File: config.mk
export PLATFORM = sky130hd
export DESIGN_NAME = tlb_assoc_flat
export DESIGN_NICKNAME = d
export VERILOG_FILES = /design/src/rtl/tlb_pkg.sv /design/src/rtl/tlb_assoc_if.sv /design/src/rtl/tlb_match.sv /design/src/rtl/tlb_assoc.sv /design/src/flat_wrapper.sv
export SDC_FILE = /design/constraint.sdc
export NUM_CORES = 2
export LEC_CHECK = 0
export BUFFER_PORTS_ARGS = -buffer_cell sky130_fd_sc_hd__buf_2
export CAP_MARGIN = 20
export CORE_MARGIN = 2
export CORE_UTILIZATION = 45
export CTS_CLUSTER_SIZE = 14
export DETAILED_ROUTE_END_ITERATION = 8
export SYNTH_ARGS = -nofsm -noshare
export SYNTH_HDL_FRONTEND = slang
export SYNTH_HIERARCHICAL = 1
export SYNTH_SLANG_ARGS = --single-unit
export TNS_END_PERCENT = 100
File: constraint.sdc
create_clock -name clk -period 52.7 [get_ports clk]
set_input_delay 5.27 -clock clk [delete_from_list [all_inputs] [get_ports clk]]
set_output_delay 5.27 -clock clk [all_outputs]
set_load 0.02 [all_outputs]
File: src/rtl/tlb_pkg.sv
`default_nettype none
// ============================================================================
//  Module      : tlb_pkg
//  Description : Shared definitions for the associative joint TLB: CP0 op
//                codes, EntryHi/EntryLo field positions, the stored entry
//                layout and a helper that rebuilds an EntryLo word.
//  Revision    : 1.0 - initial release
// ============================================================================
package tlb_pkg;

    // CP0 TLB operation codes
    localparam logic [1:0] c_OP_PROBE     = 2'd0;
    localparam logic [1:0] c_OP_READ      = 2'd1;
    localparam logic [1:0] c_OP_WRITE_IDX = 2'd2;
    localparam logic [1:0] c_OP_WRITE_RND = 2'd3;

    // EntryHi field positions
    localparam int c_HI_VPN2_MSB = 31;
    localparam int c_HI_VPN2_LSB = 13;
    localparam int c_HI_ASID_MSB = 7;

    // EntryLo field positions
    localparam int c_LO_PFN_MSB = 25;
    localparam int c_LO_PFN_LSB = 6;
    localparam int c_LO_C_MSB   = 5;
    localparam int c_LO_C_LSB   = 3;
    localparam int c_LO_D       = 2;
    localparam int c_LO_V       = 1;
    localparam int c_LO_G       = 0;

    localparam logic [31:0] c_PROBE_MISS = 32'h8000_0000;

    // One half (even or odd page) of an entry
    typedef struct packed {
        logic [19:0] pfn;
        logic [2:0]  c;
        logic        d;
        logic        v;
    } tlb_page_t;

    typedef struct packed {
        logic             present;
        logic [18:0]      vpn2;
        logic [7:0]       asid;
        logic             g;
        tlb_page_t [1:0]  page;     // page[1] = odd (vaddr[12]=1)
    } tlb_entry_t;

    // Rebuild an EntryLo word; G is reported in both halves
    function automatic logic [31:0] lo_pack(input tlb_page_t p, input logic g);
        logic [31:0] w;
        w = '0;
        w[c_LO_PFN_MSB:c_LO_PFN_LSB] = p.pfn;
        w[c_LO_C_MSB:c_LO_C_LSB]     = p.c;
        w[c_LO_D]                    = p.d;
        w[c_LO_V]                    = p.v;
        w[c_LO_G]                    = g;
        return w;
    endfunction

endpackage
`default_nettype wire

File: src/rtl/tlb_assoc_if.sv
`default_nettype none
// ============================================================================
//  Module      : tlb_assoc_if
//  Description : Lookup and CP0 op bus of the associative TLB.
//                master = pipeline/CP0 side, slave = TLB side.
//  Revision    : 1.0 - initial release
// ============================================================================
interface tlb_assoc_if #(
    parameter int IDX_W = 4
);
    // lookup port
    logic             lk_req;
    logic [31:0]      lk_vaddr;
    logic             lk_store;
    logic             lk_valid;
    logic             lk_hit;
    logic [31:0]      lk_paddr;
    logic             lk_refill;
    logic             lk_invalid;
    logic             lk_modified;
    // CP0 op port
    logic             op_valid;
    logic [1:0]       op;
    logic [31:0]      index;
    logic [31:0]      entry_hi;
    logic [31:0]      entry_lo0;
    logic [31:0]      entry_lo1;
    logic             wired_we;
    logic [IDX_W-1:0] wired_in;
    logic             op_done;
    logic             w_index;
    logic             w_content;
    logic [31:0]      index_out;
    logic [31:0]      entry_hi_out;
    logic [31:0]      entry_lo0_out;
    logic [31:0]      entry_lo1_out;
    logic [IDX_W-1:0] random_out;

    modport master (
        output lk_req, lk_vaddr, lk_store,
        input  lk_valid, lk_hit, lk_paddr, lk_refill, lk_invalid, lk_modified,
        output op_valid, op, index, entry_hi, entry_lo0, entry_lo1, wired_we, wired_in,
        input  op_done, w_index, w_content, index_out,
        input  entry_hi_out, entry_lo0_out, entry_lo1_out, random_out
    );

    modport slave (
        input  lk_req, lk_vaddr, lk_store,
        output lk_valid, lk_hit, lk_paddr, lk_refill, lk_invalid, lk_modified,
        input  op_valid, op, index, entry_hi, entry_lo0, entry_lo1, wired_we, wired_in,
        output op_done, w_index, w_content, index_out,
        output entry_hi_out, entry_lo0_out, entry_lo1_out, random_out
    );
endinterface
`default_nettype wire

File: src/rtl/tlb_match.sv
`default_nettype none
// ============================================================================
//  Module      : tlb_match
//  Description : Combinational tag compare across all entries followed by a
//                lowest-index priority encoder.
//  Ports       : i_present/i_global/i_vpn2_tab/i_asid_tab - per-entry tags
//                i_vpn2/i_asid - key;  o_hit/o_idx - first matching entry
//  Revision    : 1.0 - initial release
// ============================================================================
module tlb_match #(
    parameter int ENTRIES = 16,
    parameter int IDX_W   = $clog2(ENTRIES),
    parameter int ASID_W  = 8
) (
    input  logic [ENTRIES-1:0] i_present,
    input  logic [ENTRIES-1:0] i_global,
    input  logic [18:0]        i_vpn2_tab [ENTRIES],
    input  logic [ASID_W-1:0]  i_asid_tab [ENTRIES],
    input  logic [18:0]        i_vpn2,
    input  logic [ASID_W-1:0]  i_asid,
    output logic               o_hit,
    output logic [IDX_W-1:0]   o_idx
);
    logic [ENTRIES-1:0] w_match;

    generate
        for (genvar gi = 0; gi < ENTRIES; gi++) begin : g_cmp
            assign w_match[gi] = i_present[gi] && (i_vpn2_tab[gi] == i_vpn2) &&
                                 (i_global[gi] || (i_asid_tab[gi] == i_asid));
        end
    endgenerate

    // Scan from the top so the lowest matching index is the last one kept
    always_comb begin
        o_hit = |w_match;
        o_idx = '0;
        for (int i = ENTRIES - 1; i >= 0; i--) begin
            if (w_match[i]) o_idx = IDX_W'(i);
        end
    end
endmodule
`default_nettype wire

File: src/rtl/tlb_assoc.sv
`default_nettype none
// ============================================================================
//  Module      : tlb_assoc
//  Description : Fully-associative MIPS32-style joint TLB with a registered
//                one-cycle lookup, CP0 TLBP/TLBR/TLBWI/TLBWR execution and
//                internal Random/Wired registers.
//  Ports       : clk, rst (async, active high), bus (tlb_assoc_if.slave)
//  Revision    : 1.0 - initial release
// ============================================================================
module tlb_assoc
    import tlb_pkg::*;
#(
    parameter int ENTRIES = 16,
    parameter int IDX_W   = $clog2(ENTRIES),
    parameter int ASID_W  = 8
) (
    input  logic       clk,
    input  logic       rst,
    tlb_assoc_if.slave bus
);
    localparam logic [IDX_W-1:0] c_IDX_MAX = {IDX_W{1'b1}};

    tlb_entry_t         r_tlb [ENTRIES];
    logic [IDX_W-1:0]   r_random, r_wired;

    // Flattened tag view shared by both match instances
    logic [ENTRIES-1:0] w_present, w_global;
    logic [18:0]        w_vpn2_tab [ENTRIES];
    logic [ASID_W-1:0]  w_asid_tab [ENTRIES];

    generate
        for (genvar gi = 0; gi < ENTRIES; gi++) begin : g_flat
            assign w_present[gi]  = r_tlb[gi].present;
            assign w_global[gi]   = r_tlb[gi].g;
            assign w_vpn2_tab[gi] = r_tlb[gi].vpn2;
            assign w_asid_tab[gi] = r_tlb[gi].asid[ASID_W-1:0];
        end
    endgenerate

    // ---------------- lookup path ----------------
    logic             w_lk_match, w_lk_hit;
    logic [IDX_W-1:0] w_lk_idx;
    tlb_page_t        w_lk_page;

    tlb_match #(.ENTRIES(ENTRIES), .IDX_W(IDX_W), .ASID_W(ASID_W)) u_lk_match (
        .i_present (w_present),
        .i_global  (w_global),
        .i_vpn2_tab(w_vpn2_tab),
        .i_asid_tab(w_asid_tab),
        .i_vpn2    (bus.lk_vaddr[31:13]),
        .i_asid    (bus.entry_hi[ASID_W-1:0]),
        .o_hit     (w_lk_match),
        .o_idx     (w_lk_idx)
    );

    assign w_lk_page = r_tlb[w_lk_idx].page[bus.lk_vaddr[12]];
    assign w_lk_hit  = w_lk_match && w_lk_page.v && (!bus.lk_store || w_lk_page.d);

    logic        r_lk_valid, r_lk_hit, r_lk_refill, r_lk_invalid, r_lk_modified;
    logic [31:0] r_lk_paddr;

    always_ff @(posedge clk or posedge rst) begin
        if (rst) begin
            r_lk_valid    <= 1'b0;
            r_lk_hit      <= 1'b0;
            r_lk_paddr    <= '0;
            r_lk_refill   <= 1'b0;
            r_lk_invalid  <= 1'b0;
            r_lk_modified <= 1'b0;
        end else begin
            r_lk_valid    <= bus.lk_req;
            r_lk_hit      <= bus.lk_req && w_lk_hit;
            r_lk_paddr    <= (bus.lk_req && w_lk_hit) ? {w_lk_page.pfn, bus.lk_vaddr[11:0]} : '0;
            r_lk_refill   <= bus.lk_req && !w_lk_match;
            r_lk_invalid  <= bus.lk_req && w_lk_match && !w_lk_page.v;
            r_lk_modified <= bus.lk_req && w_lk_match && w_lk_page.v && bus.lk_store && !w_lk_page.d;
        end
    end

    assign bus.lk_valid    = r_lk_valid;
    assign bus.lk_hit      = r_lk_hit;
    assign bus.lk_paddr    = r_lk_paddr;
    assign bus.lk_refill   = r_lk_refill;
    assign bus.lk_invalid  = r_lk_invalid;
    assign bus.lk_modified = r_lk_modified;

    // ---------------- CP0 op path ----------------
    logic             w_pr_match;
    logic [IDX_W-1:0] w_pr_idx;

    tlb_match #(.ENTRIES(ENTRIES), .IDX_W(IDX_W), .ASID_W(ASID_W)) u_pr_match (
        .i_present (w_present),
        .i_global  (w_global),
        .i_vpn2_tab(w_vpn2_tab),
        .i_asid_tab(w_asid_tab),
        .i_vpn2    (bus.entry_hi[c_HI_VPN2_MSB:c_HI_VPN2_LSB]),
        .i_asid    (bus.entry_hi[ASID_W-1:0]),
        .o_hit     (w_pr_match),
        .o_idx     (w_pr_idx)
    );

    logic             w_op_probe, w_op_read, w_op_write;
    logic [IDX_W-1:0] w_wr_idx;
    tlb_entry_t       w_new, w_rd_entry;

    assign w_op_probe = bus.op_valid && (bus.op == c_OP_PROBE);
    assign w_op_read  = bus.op_valid && (bus.op == c_OP_READ);
    assign w_op_write = bus.op_valid && ((bus.op == c_OP_WRITE_IDX) || (bus.op == c_OP_WRITE_RND));
    // WRITE_RND uses Random as it stands before this edge, even if Wired loads now
    assign w_wr_idx   = (bus.op == c_OP_WRITE_RND) ? r_random : bus.index[IDX_W-1:0];
    assign w_rd_entry = r_tlb[bus.index[IDX_W-1:0]];

    always_comb begin
        w_new              = '0;
        w_new.present      = 1'b1;
        w_new.vpn2         = bus.entry_hi[c_HI_VPN2_MSB:c_HI_VPN2_LSB];
        w_new.asid         = bus.entry_hi[c_HI_ASID_MSB:0];
        w_new.g            = bus.entry_lo0[c_LO_G] & bus.entry_lo1[c_LO_G];
        w_new.page[0].pfn  = bus.entry_lo0[c_LO_PFN_MSB:c_LO_PFN_LSB];
        w_new.page[0].c    = bus.entry_lo0[c_LO_C_MSB:c_LO_C_LSB];
        w_new.page[0].d    = bus.entry_lo0[c_LO_D];
        w_new.page[0].v    = bus.entry_lo0[c_LO_V];
        w_new.page[1].pfn  = bus.entry_lo1[c_LO_PFN_MSB:c_LO_PFN_LSB];
        w_new.page[1].c    = bus.entry_lo1[c_LO_C_MSB:c_LO_C_LSB];
        w_new.page[1].d    = bus.entry_lo1[c_LO_D];
        w_new.page[1].v    = bus.entry_lo1[c_LO_V];
    end

    always_ff @(posedge clk or posedge rst) begin
        if (rst) begin
            for (int i = 0; i < ENTRIES; i++) r_tlb[i] <= '0;
        end else if (w_op_write) begin
            r_tlb[w_wr_idx] <= w_new;
        end
    end

    logic        r_op_done, r_w_index, r_w_content;
    logic [31:0] r_index_out, r_hi_out, r_lo0_out, r_lo1_out;

    always_ff @(posedge clk or posedge rst) begin
        if (rst) begin
            r_op_done   <= 1'b0;
            r_w_index   <= 1'b0;
            r_w_content <= 1'b0;
            r_index_out <= '0;
            r_hi_out    <= '0;
            r_lo0_out   <= '0;
            r_lo1_out   <= '0;
        end else begin
            r_op_done   <= bus.op_valid;
            r_w_index   <= w_op_probe;
            r_w_content <= w_op_read;
            if (w_op_probe) begin
                r_index_out <= w_pr_match ? 32'(w_pr_idx) : c_PROBE_MISS;
            end
            if (w_op_read) begin
                if (w_rd_entry.present) begin
                    r_hi_out  <= {w_rd_entry.vpn2, 5'b0, w_rd_entry.asid};
                    r_lo0_out <= lo_pack(w_rd_entry.page[0], w_rd_entry.g);
                    r_lo1_out <= lo_pack(w_rd_entry.page[1], w_rd_entry.g);
                end else begin
                    r_hi_out  <= '0;
                    r_lo0_out <= '0;
                    r_lo1_out <= '0;
                end
            end
        end
    end

    assign bus.op_done       = r_op_done;
    assign bus.w_index       = r_w_index;
    assign bus.w_content     = r_w_content;
    assign bus.index_out     = r_index_out;
    assign bus.entry_hi_out  = r_hi_out;
    assign bus.entry_lo0_out = r_lo0_out;
    assign bus.entry_lo1_out = r_lo1_out;

    // ---------------- Random / Wired ----------------
    // Random counts down from ENTRIES-1 to Wired, then wraps; Wired==ENTRIES-1 pins it.
    always_ff @(posedge clk or posedge rst) begin
        if (rst) begin
            r_random <= c_IDX_MAX;
            r_wired  <= '0;
        end else if (bus.wired_we) begin
            r_wired  <= bus.wired_in;
            r_random <= c_IDX_MAX;
        end else if (r_random == r_wired) begin
            r_random <= c_IDX_MAX;
        end else begin
            r_random <= r_random - 1'b1;
        end
    end

    assign bus.random_out = r_random;

    logic w_unused;
    assign w_unused = &{1'b0, bus.index[31:IDX_W],
                        bus.entry_hi[c_HI_VPN2_LSB-1:c_HI_ASID_MSB+1],
                        bus.entry_lo0[31:c_LO_PFN_MSB+1], bus.entry_lo1[31:c_LO_PFN_MSB+1]};
endmodule
`default_nettype wire

File: src/flat_wrapper.sv
// flat-port wrapper written by rule: the top's interface ports become plain ports
module tlb_assoc_flat import tlb_pkg::*;
#(
    parameter int ENTRIES = 16,
    parameter int IDX_W   = $clog2(ENTRIES),
    parameter int ASID_W  = 8
)
  (clk, rst, bus_lk_req, bus_lk_vaddr, bus_lk_store, bus_lk_valid, bus_lk_hit, bus_lk_paddr, bus_lk_refill, bus_lk_invalid, bus_lk_modified, bus_op_valid, bus_op, bus_index, bus_entry_hi, bus_entry_lo0, bus_entry_lo1, bus_wired_we, bus_wired_in, bus_op_done, bus_w_index, bus_w_content, bus_index_out, bus_entry_hi_out, bus_entry_lo0_out, bus_entry_lo1_out, bus_random_out);
  tlb_assoc_if #(.IDX_W(IDX_W)) bus_i ();
  input  logic clk;
  input  logic rst;
  input wire logic [$bits(bus_i.lk_req)-1:0] bus_lk_req;
  input wire logic [$bits(bus_i.lk_vaddr)-1:0] bus_lk_vaddr;
  input wire logic [$bits(bus_i.lk_store)-1:0] bus_lk_store;
  output wire logic [$bits(bus_i.lk_valid)-1:0] bus_lk_valid;
  output wire logic [$bits(bus_i.lk_hit)-1:0] bus_lk_hit;
  output wire logic [$bits(bus_i.lk_paddr)-1:0] bus_lk_paddr;
  output wire logic [$bits(bus_i.lk_refill)-1:0] bus_lk_refill;
  output wire logic [$bits(bus_i.lk_invalid)-1:0] bus_lk_invalid;
  output wire logic [$bits(bus_i.lk_modified)-1:0] bus_lk_modified;
  input wire logic [$bits(bus_i.op_valid)-1:0] bus_op_valid;
  input wire logic [$bits(bus_i.op)-1:0] bus_op;
  input wire logic [$bits(bus_i.index)-1:0] bus_index;
  input wire logic [$bits(bus_i.entry_hi)-1:0] bus_entry_hi;
  input wire logic [$bits(bus_i.entry_lo0)-1:0] bus_entry_lo0;
  input wire logic [$bits(bus_i.entry_lo1)-1:0] bus_entry_lo1;
  input wire logic [$bits(bus_i.wired_we)-1:0] bus_wired_we;
  input wire logic [$bits(bus_i.wired_in)-1:0] bus_wired_in;
  output wire logic [$bits(bus_i.op_done)-1:0] bus_op_done;
  output wire logic [$bits(bus_i.w_index)-1:0] bus_w_index;
  output wire logic [$bits(bus_i.w_content)-1:0] bus_w_content;
  output wire logic [$bits(bus_i.index_out)-1:0] bus_index_out;
  output wire logic [$bits(bus_i.entry_hi_out)-1:0] bus_entry_hi_out;
  output wire logic [$bits(bus_i.entry_lo0_out)-1:0] bus_entry_lo0_out;
  output wire logic [$bits(bus_i.entry_lo1_out)-1:0] bus_entry_lo1_out;
  output wire logic [$bits(bus_i.random_out)-1:0] bus_random_out;
  assign bus_i.lk_req = bus_lk_req;
  assign bus_i.lk_vaddr = bus_lk_vaddr;
  assign bus_i.lk_store = bus_lk_store;
  assign bus_lk_valid = bus_i.lk_valid;
  assign bus_lk_hit = bus_i.lk_hit;
  assign bus_lk_paddr = bus_i.lk_paddr;
  assign bus_lk_refill = bus_i.lk_refill;
  assign bus_lk_invalid = bus_i.lk_invalid;
  assign bus_lk_modified = bus_i.lk_modified;
  assign bus_i.op_valid = bus_op_valid;
  assign bus_i.op = bus_op;
  assign bus_i.index = bus_index;
  assign bus_i.entry_hi = bus_entry_hi;
  assign bus_i.entry_lo0 = bus_entry_lo0;
  assign bus_i.entry_lo1 = bus_entry_lo1;
  assign bus_i.wired_we = bus_wired_we;
  assign bus_i.wired_in = bus_wired_in;
  assign bus_op_done = bus_i.op_done;
  assign bus_w_index = bus_i.w_index;
  assign bus_w_content = bus_i.w_content;
  assign bus_index_out = bus_i.index_out;
  assign bus_entry_hi_out = bus_i.entry_hi_out;
  assign bus_entry_lo0_out = bus_i.entry_lo0_out;
  assign bus_entry_lo1_out = bus_i.entry_lo1_out;
  assign bus_random_out = bus_i.random_out;
  tlb_assoc #(.ENTRIES(ENTRIES), .IDX_W(IDX_W), .ASID_W(ASID_W)) u_core (.clk(clk), .rst(rst), .bus(bus_i));
endmodule
* Word-level counts from Yosys, hierarchy flattened
Index checks and enable logic that the tools add are counted.
Word-level totals: register bits 1440, input bits 172, logic and storage cells 422
Cells by class: equality and inequality tests 52, mux-type cells 51, reductions and logical operators 102, add/subtract/negate cells 1, magnitude comparators 5, bitwise gates (word level) 4
Operator list (number):
- $bwmux 1264 | 1
- $bmux 79 s4 | 2
- $eq 19x19->1 | 32
- $demux 79 s4 | 1
- $mux 79 | 3
- $mux 4 | 35
- $eq 8x8->1 | 16
- $mux 50 | 2
- $mux 32 | 3
- $logic_and 1x1->1 | 77
- $mux 26 | 2
- $mux 25 | 2
- $reduce_or 16->1 | 2
- $logic_or 1x1->1 | 18
- $ge 5x5->1 const B | 3
- $not 4->5 | 3
- $lt 5x1->1 const B | 1
- $eq 2x2->1 const B | 2
- $eq 4x4->1 | 1
- $logic_not 1->1 | 4
- $sub 4x1->4 const B | 1
- $eq 2x1->1 const B | 1
- $logic_not 2->1 | 1
- $lt 1x2->1 const B | 1
- $and 1x1->1 | 1

* Depth between registers and ports, before layout
depth after elaboration 29, gate-level depth with buffers 20

* Modules after synthesis
Netlist, hierarchy kept.
By module, submodules not included:
- tlb_assoc | cells each 4159, area each 67581.1 um2, seq. area each 34913.5 um2, instances 1
- tlb_match | cells each 679, area each 5442.7 um2, seq. area each 0.0 um2, instances 2

* Least setup slack after synthesis
Ideal clock, no wire load.
path type input port to flip-flop, start input port bus_lk_vaddr[31], end register u_core.r_lk_paddr[12], in the netlist u_core/bus.lk_paddr[12], stages on the path 17, data required time 52545 ps, slack 43782 ps, arrival time 8763 ps, cells stage by stage buf_2 xor2_1 nor4_1 nand3_1 or4_4 o21bai_2 a21oi_1 nor3_2 o41ai_2 a21oi_2 buf_4 buf_4 buf_2 mux4_2 mux4_2 mux2i_1 a2111oi_2
On the way: longest elaborated chain between the ends 29
RTL lines:
- start, declared | RTL line flat_wrapper.sv:13 | input wire logic [$bits(bus_i.lk_vaddr)-1:0] bus_lk_vaddr;
- $eq 19x19->1 | RTL line tlb_match.sv:28 | assign w_match[gi] = i_present[gi] && (i_vpn2_tab[gi] == i_vpn2) &&
- $logic_and 1x1->1 (2 in a row) | RTL line tlb_match.sv:28
- $mux 4 (15 in a row) | RTL line tlb_match.sv:38 | if (w_match[i]) o_idx = IDX_W'(i);
- $mux 4 * | RTL line tlb_match.sv:38
- net u_core.w_lk_idx[0] | RTL line tlb_assoc.sv:42 | logic [IDX_W-1:0] w_lk_idx;
- $not 4->5 (not written as such) * | RTL line tlb_assoc.sv:56 | assign w_lk_page = r_tlb[w_lk_idx].page[bus.lk_vaddr[12]];
- $bmux 79 s4 * | RTL line tlb_assoc.sv:56
- $mux 50 (not written as such) * (2 in a row) | RTL line tlb_assoc.sv:56
- $mux 25 (not written as such) * (2 in a row) | RTL line tlb_assoc.sv:56
- $logic_and 1x1->1 / $logic_or 1x1->1 (equally long branches) | RTL line tlb_assoc.sv:57 | assign w_lk_hit = w_lk_match && w_lk_page.v && (!bus.lk_store || w_lk_page.d);
- $logic_and 1x1->1 | RTL line tlb_assoc.sv:57
- $logic_and 1x1->1 | RTL line tlb_assoc.sv:73 | r_lk_paddr <= (bus.lk_req && w_lk_hit) ? {w_lk_page.pfn, bus.lk_vaddr[11:0]} : '0;
- $mux 32 * | RTL line tlb_assoc.sv:73
- end signal, assigned | RTL line tlb_assoc.sv:73
- end, declared | RTL line tlb_assoc.sv:60 | logic [31:0] r_lk_paddr;
The timed path passes the listed nets; every way through them passes the cells marked *. The select of a mux whose other input is x is not followed. A chain may end at the register's enable or synchronous reset.

* Worst setup path after layout
start input port bus_entry_hi[7], end register u_core.r_lk_paddr[23], in the netlist u_core/bus.lk_paddr[23]
On the way: longest elaborated chain between the ends 29
RTL lines:
- start, declared | RTL line flat_wrapper.sv:24 | input wire logic [$bits(bus_i.entry_hi)-1:0] bus_entry_hi;
- $eq 8x8->1 | RTL line tlb_match.sv:29 | (i_global[gi] || (i_asid_tab[gi] == i_asid));
- $logic_or 1x1->1 | RTL line tlb_match.sv:29
- $logic_and 1x1->1 | RTL line tlb_match.sv:28
- $mux 4 (15 in a row) | RTL line tlb_match.sv:38
- $mux 4 * | RTL line tlb_match.sv:38
- net u_core.w_lk_idx[0] | RTL line tlb_assoc.sv:42
- $not 4->5 (not written as such) * | RTL line tlb_assoc.sv:56
- $bmux 79 s4 * | RTL line tlb_assoc.sv:56
- $mux 50 (not written as such) * (2 in a row) | RTL line tlb_assoc.sv:56
- $mux 25 (not written as such) * (2 in a row) | RTL line tlb_assoc.sv:56
- $logic_and 1x1->1 / $logic_or 1x1->1 (equally long branches) | RTL line tlb_assoc.sv:57
- $logic_and 1x1->1 | RTL line tlb_assoc.sv:57
- $logic_and 1x1->1 | RTL line tlb_assoc.sv:73
- $mux 32 * | RTL line tlb_assoc.sv:73
Marked as above.

==> results.sh <==
export IMPL_outcome="completed"
export IMPL_relSlewSlack=0.190
export IMPL_reg2reg_slack_ns=46.15
export IMPL_synthArstFlopShare=1.00
export IMPL_drtIter0Drc=3988
export IMPL_hold_viol=0
export IMPL_power_internal_mw=2.47
export IMPL_antenna_found_initial=27
export IMPL_routabilityCongestion=0.906
export IMPL_worst_pin_slew_ns=1.20
export IMPL_holdWs_ns=0.470
export IMPL_clkSinkCount=1395
export IMPL_pin_count=344
export IMPL_netlist_area_um2=78500
export IMPL_clkPwrFrac=0.318
export IMPL_cp_required_ns=53.35
export IMPL_avgSynthCellArea_um2=14.2
export IMPL_die_h_um=422
export IMPL_grt_use_total=0.276
export IMPL_yosys_top_cells_count="1391 x dfrtp_1, 1221 x mux2_2, 640 x xor2_1"
export IMPL_hp_class="flip-flop to flip-flop"
export IMPL_fin_nets=5718
export IMPL_pwr_share_seq=0.443
export IMPL_post_drt_wl_per_cell_um=30.7
export IMPL_finalCritPeriodShare=0.219
export IMPL_fmax_ghz=0.0866
export IMPL_ys_ff_latch=1395
export IMPL_rows=153
export IMPL_synth_top_family_by_area="multiplexers"
export IMPL_initial_utilization=0.452
export IMPL_ir_drop_mv=0.0338
export IMPL_finClkSkew_ns=0.0306
export IMPL_worst_setup_path_start_kind="input port"
export IMPL_synth_area_top_cells="dfrtp_1 44%, mux2_2 18%, mux4_2 17%"
export IMPL_overflow=0
export IMPL_crit_type="input port to flip-flop"
export IMPL_p_sw_frac=0.310
export IMPL_die_width_um=422
export IMPL_fin_crit_ns=11.55
export IMPL_clockBufferDepth=3
export IMPL_fin_area_um2=86300
export IMPL_routed_wl_mm=246
export IMPL_num_vias=49100
export IMPL_drc=0
export IMPL_finalMaxSlewViolations=0
export IMPL_yosys_warnings=6
export IMPL_io_buffers=254
export IMPL_clock_latency_ns=0.83
export IMPL_setup_viol=0
export IMPL_dieArea_um2=178000
export IMPL_p_switching_mw=1.11
export IMPL_core_area_um2=174000
export IMPL_holdBufCountCts=0
export IMPL_p_per_area_nw_per_um2=41.5
export IMPL_fill_cells=15000
export IMPL_cts_repair_resized=0
export IMPL_synth_top_area_frac=0.444
export IMPL_p_comb_frac=0.239
export IMPL_synthXorXnorAreaFrac=0.0971
export IMPL_cp_max_fo=99
export IMPL_grt_pass1_wl_mm=361
export IMPL_hpwl_mm=151
export IMPL_arrival_ns=12.20
export IMPL_synth_adder_area_share=0.000159
export IMPL_drive_above_1_share=0.441
export IMPL_clockRootBuffer="clkbuf_16"
export IMPL_cts_buffers=159
export IMPL_synthSimpleGateAreaFrac=0.0381
export IMPL_postCtsSetupBuffers=0
export IMPL_cap_violations=0
export IMPL_htree_levels=4
export IMPL_yosysMostFrequentCell="dfrtp_1"
export IMPL_yosysSeqAreaShare=0.445
export IMPL_synth_mux_area_frac=0.357
export IMPL_vias_per_cell=6.14
export IMPL_synthDistinctLibCells=59
export IMPL_antenna_left=0
export IMPL_clkTransAtPathRegs_ns=0.06
export IMPL_p_leak_nw=37.4
export IMPL_rsz0062_at_grt="false"
export IMPL_placed_area_um2=80900
export IMPL_syn_inst=5517
export IMPL_synth_area_leader_cell="dfrtp_1"
export IMPL_synth_main_ff_cell="dfrtp_1"
export IMPL_drt_pass1_iterations=8
export IMPL_synth_edf_count=0
export IMPL_area_delta_synth_final_pct=9.98
export IMPL_endpoint_kind="flip-flop"
export IMPL_setup_tns_final_ns=0
export IMPL_synth_compound_area_frac=0.0188
export IMPL_tritoncts="done"
export IMPL_grt_max_degree=167
export IMPL_grt_pass1_vias=50700
per-stage QoR:
step | worst slack, ns | util | total power, mW | cells
after floorplan | 8.10 | - | 2.18 | 5560
after global placement | 39.98 | 0.466 | 2.41 | 7706
after detailed placement | 39.95 | 0.466 | 2.45 | 7706
after CTS | 40.84 | 0.496 | 3.60 | 7990
after global routing | 40.72 | 0.497 | 3.74 | 8001
final | 41.15 | 0.497 | 3.58 | 8004
registers in the layout (all words and copies together) (netlist names), 4 cells and up:
signal and cells:
u_core/bus.entry_lo1_out 26, u_core/bus.random_out 4, u_core/bus.entry_hi_out 27, u_core/bus.entry_lo0_out 25
u_core/bus.lk_paddr 32, u_core/r_tlb 1264, u_core/r_wired 4, u_core/bus.index_out 5
layer usage:
| layer | wire [µm] | GRT usage |
|---|---|---|
| met1 | 99200 | 0.359 |
| met2 | 121000 | 0.455 |
| met3 | 13700 | 0.0425 |
| met4 | 11500 | 0.125 |
| met5 | 103 | 0 |
power by group through the flow:
| stage | clock [mW] | sequential (mW) | combinational (mW) |
|---|---|---|---|
| 2_1_floorplan | 0 | 1.53 | 0.646 |
| 3_3_place_gp | 0 | 1.58 | 0.834 |
| 3_5_place_dp | 0 | 1.60 | 0.853 |
| 4_1_cts | 1.16 | 1.58 | 0.856 |
| 5_1_grt | 1.21 | 1.62 | 0.914 |
| 6_report | 1.14 | 1.59 | 0.855 |
critical path: stages:
cell and delay [ns]:
buf_2 0.53, buf_4 0.47, xor2_1 0.13, nor4_1 0.45, a21oi_1 0.31, or4_4 0.52, o21bai_2 0.14, a21oi_1 0.11
nor3_2 0.16, o41ai_2 0.10, a21oi_4 0.69, buf_4 0.64, buf_12 0.63, mux4_2 0.63, a22oi_2 0.31, a31oi_4 0.18
buf_12 0.21, a2111oi_0 0.45
path summary, 6_finish.rpt:
check / endpoint / cells after the start / startpoint
setup / recovery: u_core/bus.lk_paddr[23] / 18 / bus_entry_hi[7]
hold / removal: u_core/bus.entry_hi_out[20] / 2 / u_core/bus.entry_hi_out[20]
setup reg to reg: u_core/bus.lk_paddr[23] / 16 / u_core/r_tlb[69]
hold reg to reg: u_core/bus.entry_hi_out[20] / 2 / u_core/bus.entry_hi_out[20]
max in group asynchronous: u_core/r_tlb[1173] / 6 / rst
min in group asynchronous: u_core/r_tlb[950] / 2 / rst
cells in the final DEF, fill, tap and decap left out, types with 11 or more instances in the layout:
cell type	netlist	final
diode_2	0	11
mux2i_1	59	59
mux2_2	1221	1221
xnor2_1	230	230
xor2_1	640	640
buf_4	100	102
clkbuf_8	0	38
mux2_1	16	16
a2111oi_0	21	21
inv_1	104	103
clkinv_2	0	22
clkbuf_1	161	36
buf_2	234	250
nor4_1	176	176
clkbuf_16	0	160
nand4_1	66	66
nand2_1	119	119
o31ai_1	80	80
dfrtp_1	1391	1391
conb_1	1	44
nand2b_1	16	16
nor2_1	18	16
nand3_1	39	39
o21ai_0	15	15
a21oi_1	42	41
mux4_2	598	598
kinds of logic after synthesis:
family,Yosys count
multiplexers,1897
AND/OR/NAND/NOR,508
AO/OA/AOI/OAI,197
XOR/XNOR,870
flip-flops,1395
other,1
adder cells (fa/ha/maj),1
buffers and inverters,648
area by class of cell:
| class | count | area [µm²] | area share |
|---|---|---|---|
| clock buffer | 233 | 4650 | 0.0539 |
| multi-input combinational | 3517 | 40400 | 0.468 |
| antenna | 11 | 27.5 | 0.000319 |
| inverter | 104 | 398 | 0.00461 |
| tap | 2325 | 2910 | 0.0337 |
| sequential | 1395 | 34900 | 0.405 |
| clock inverter | 51 | 683 | 0.00792 |
| timing repair buffer | 368 | 2330 | 0.0270 |
No activity file was read; power rests on OpenSTA's default activity.
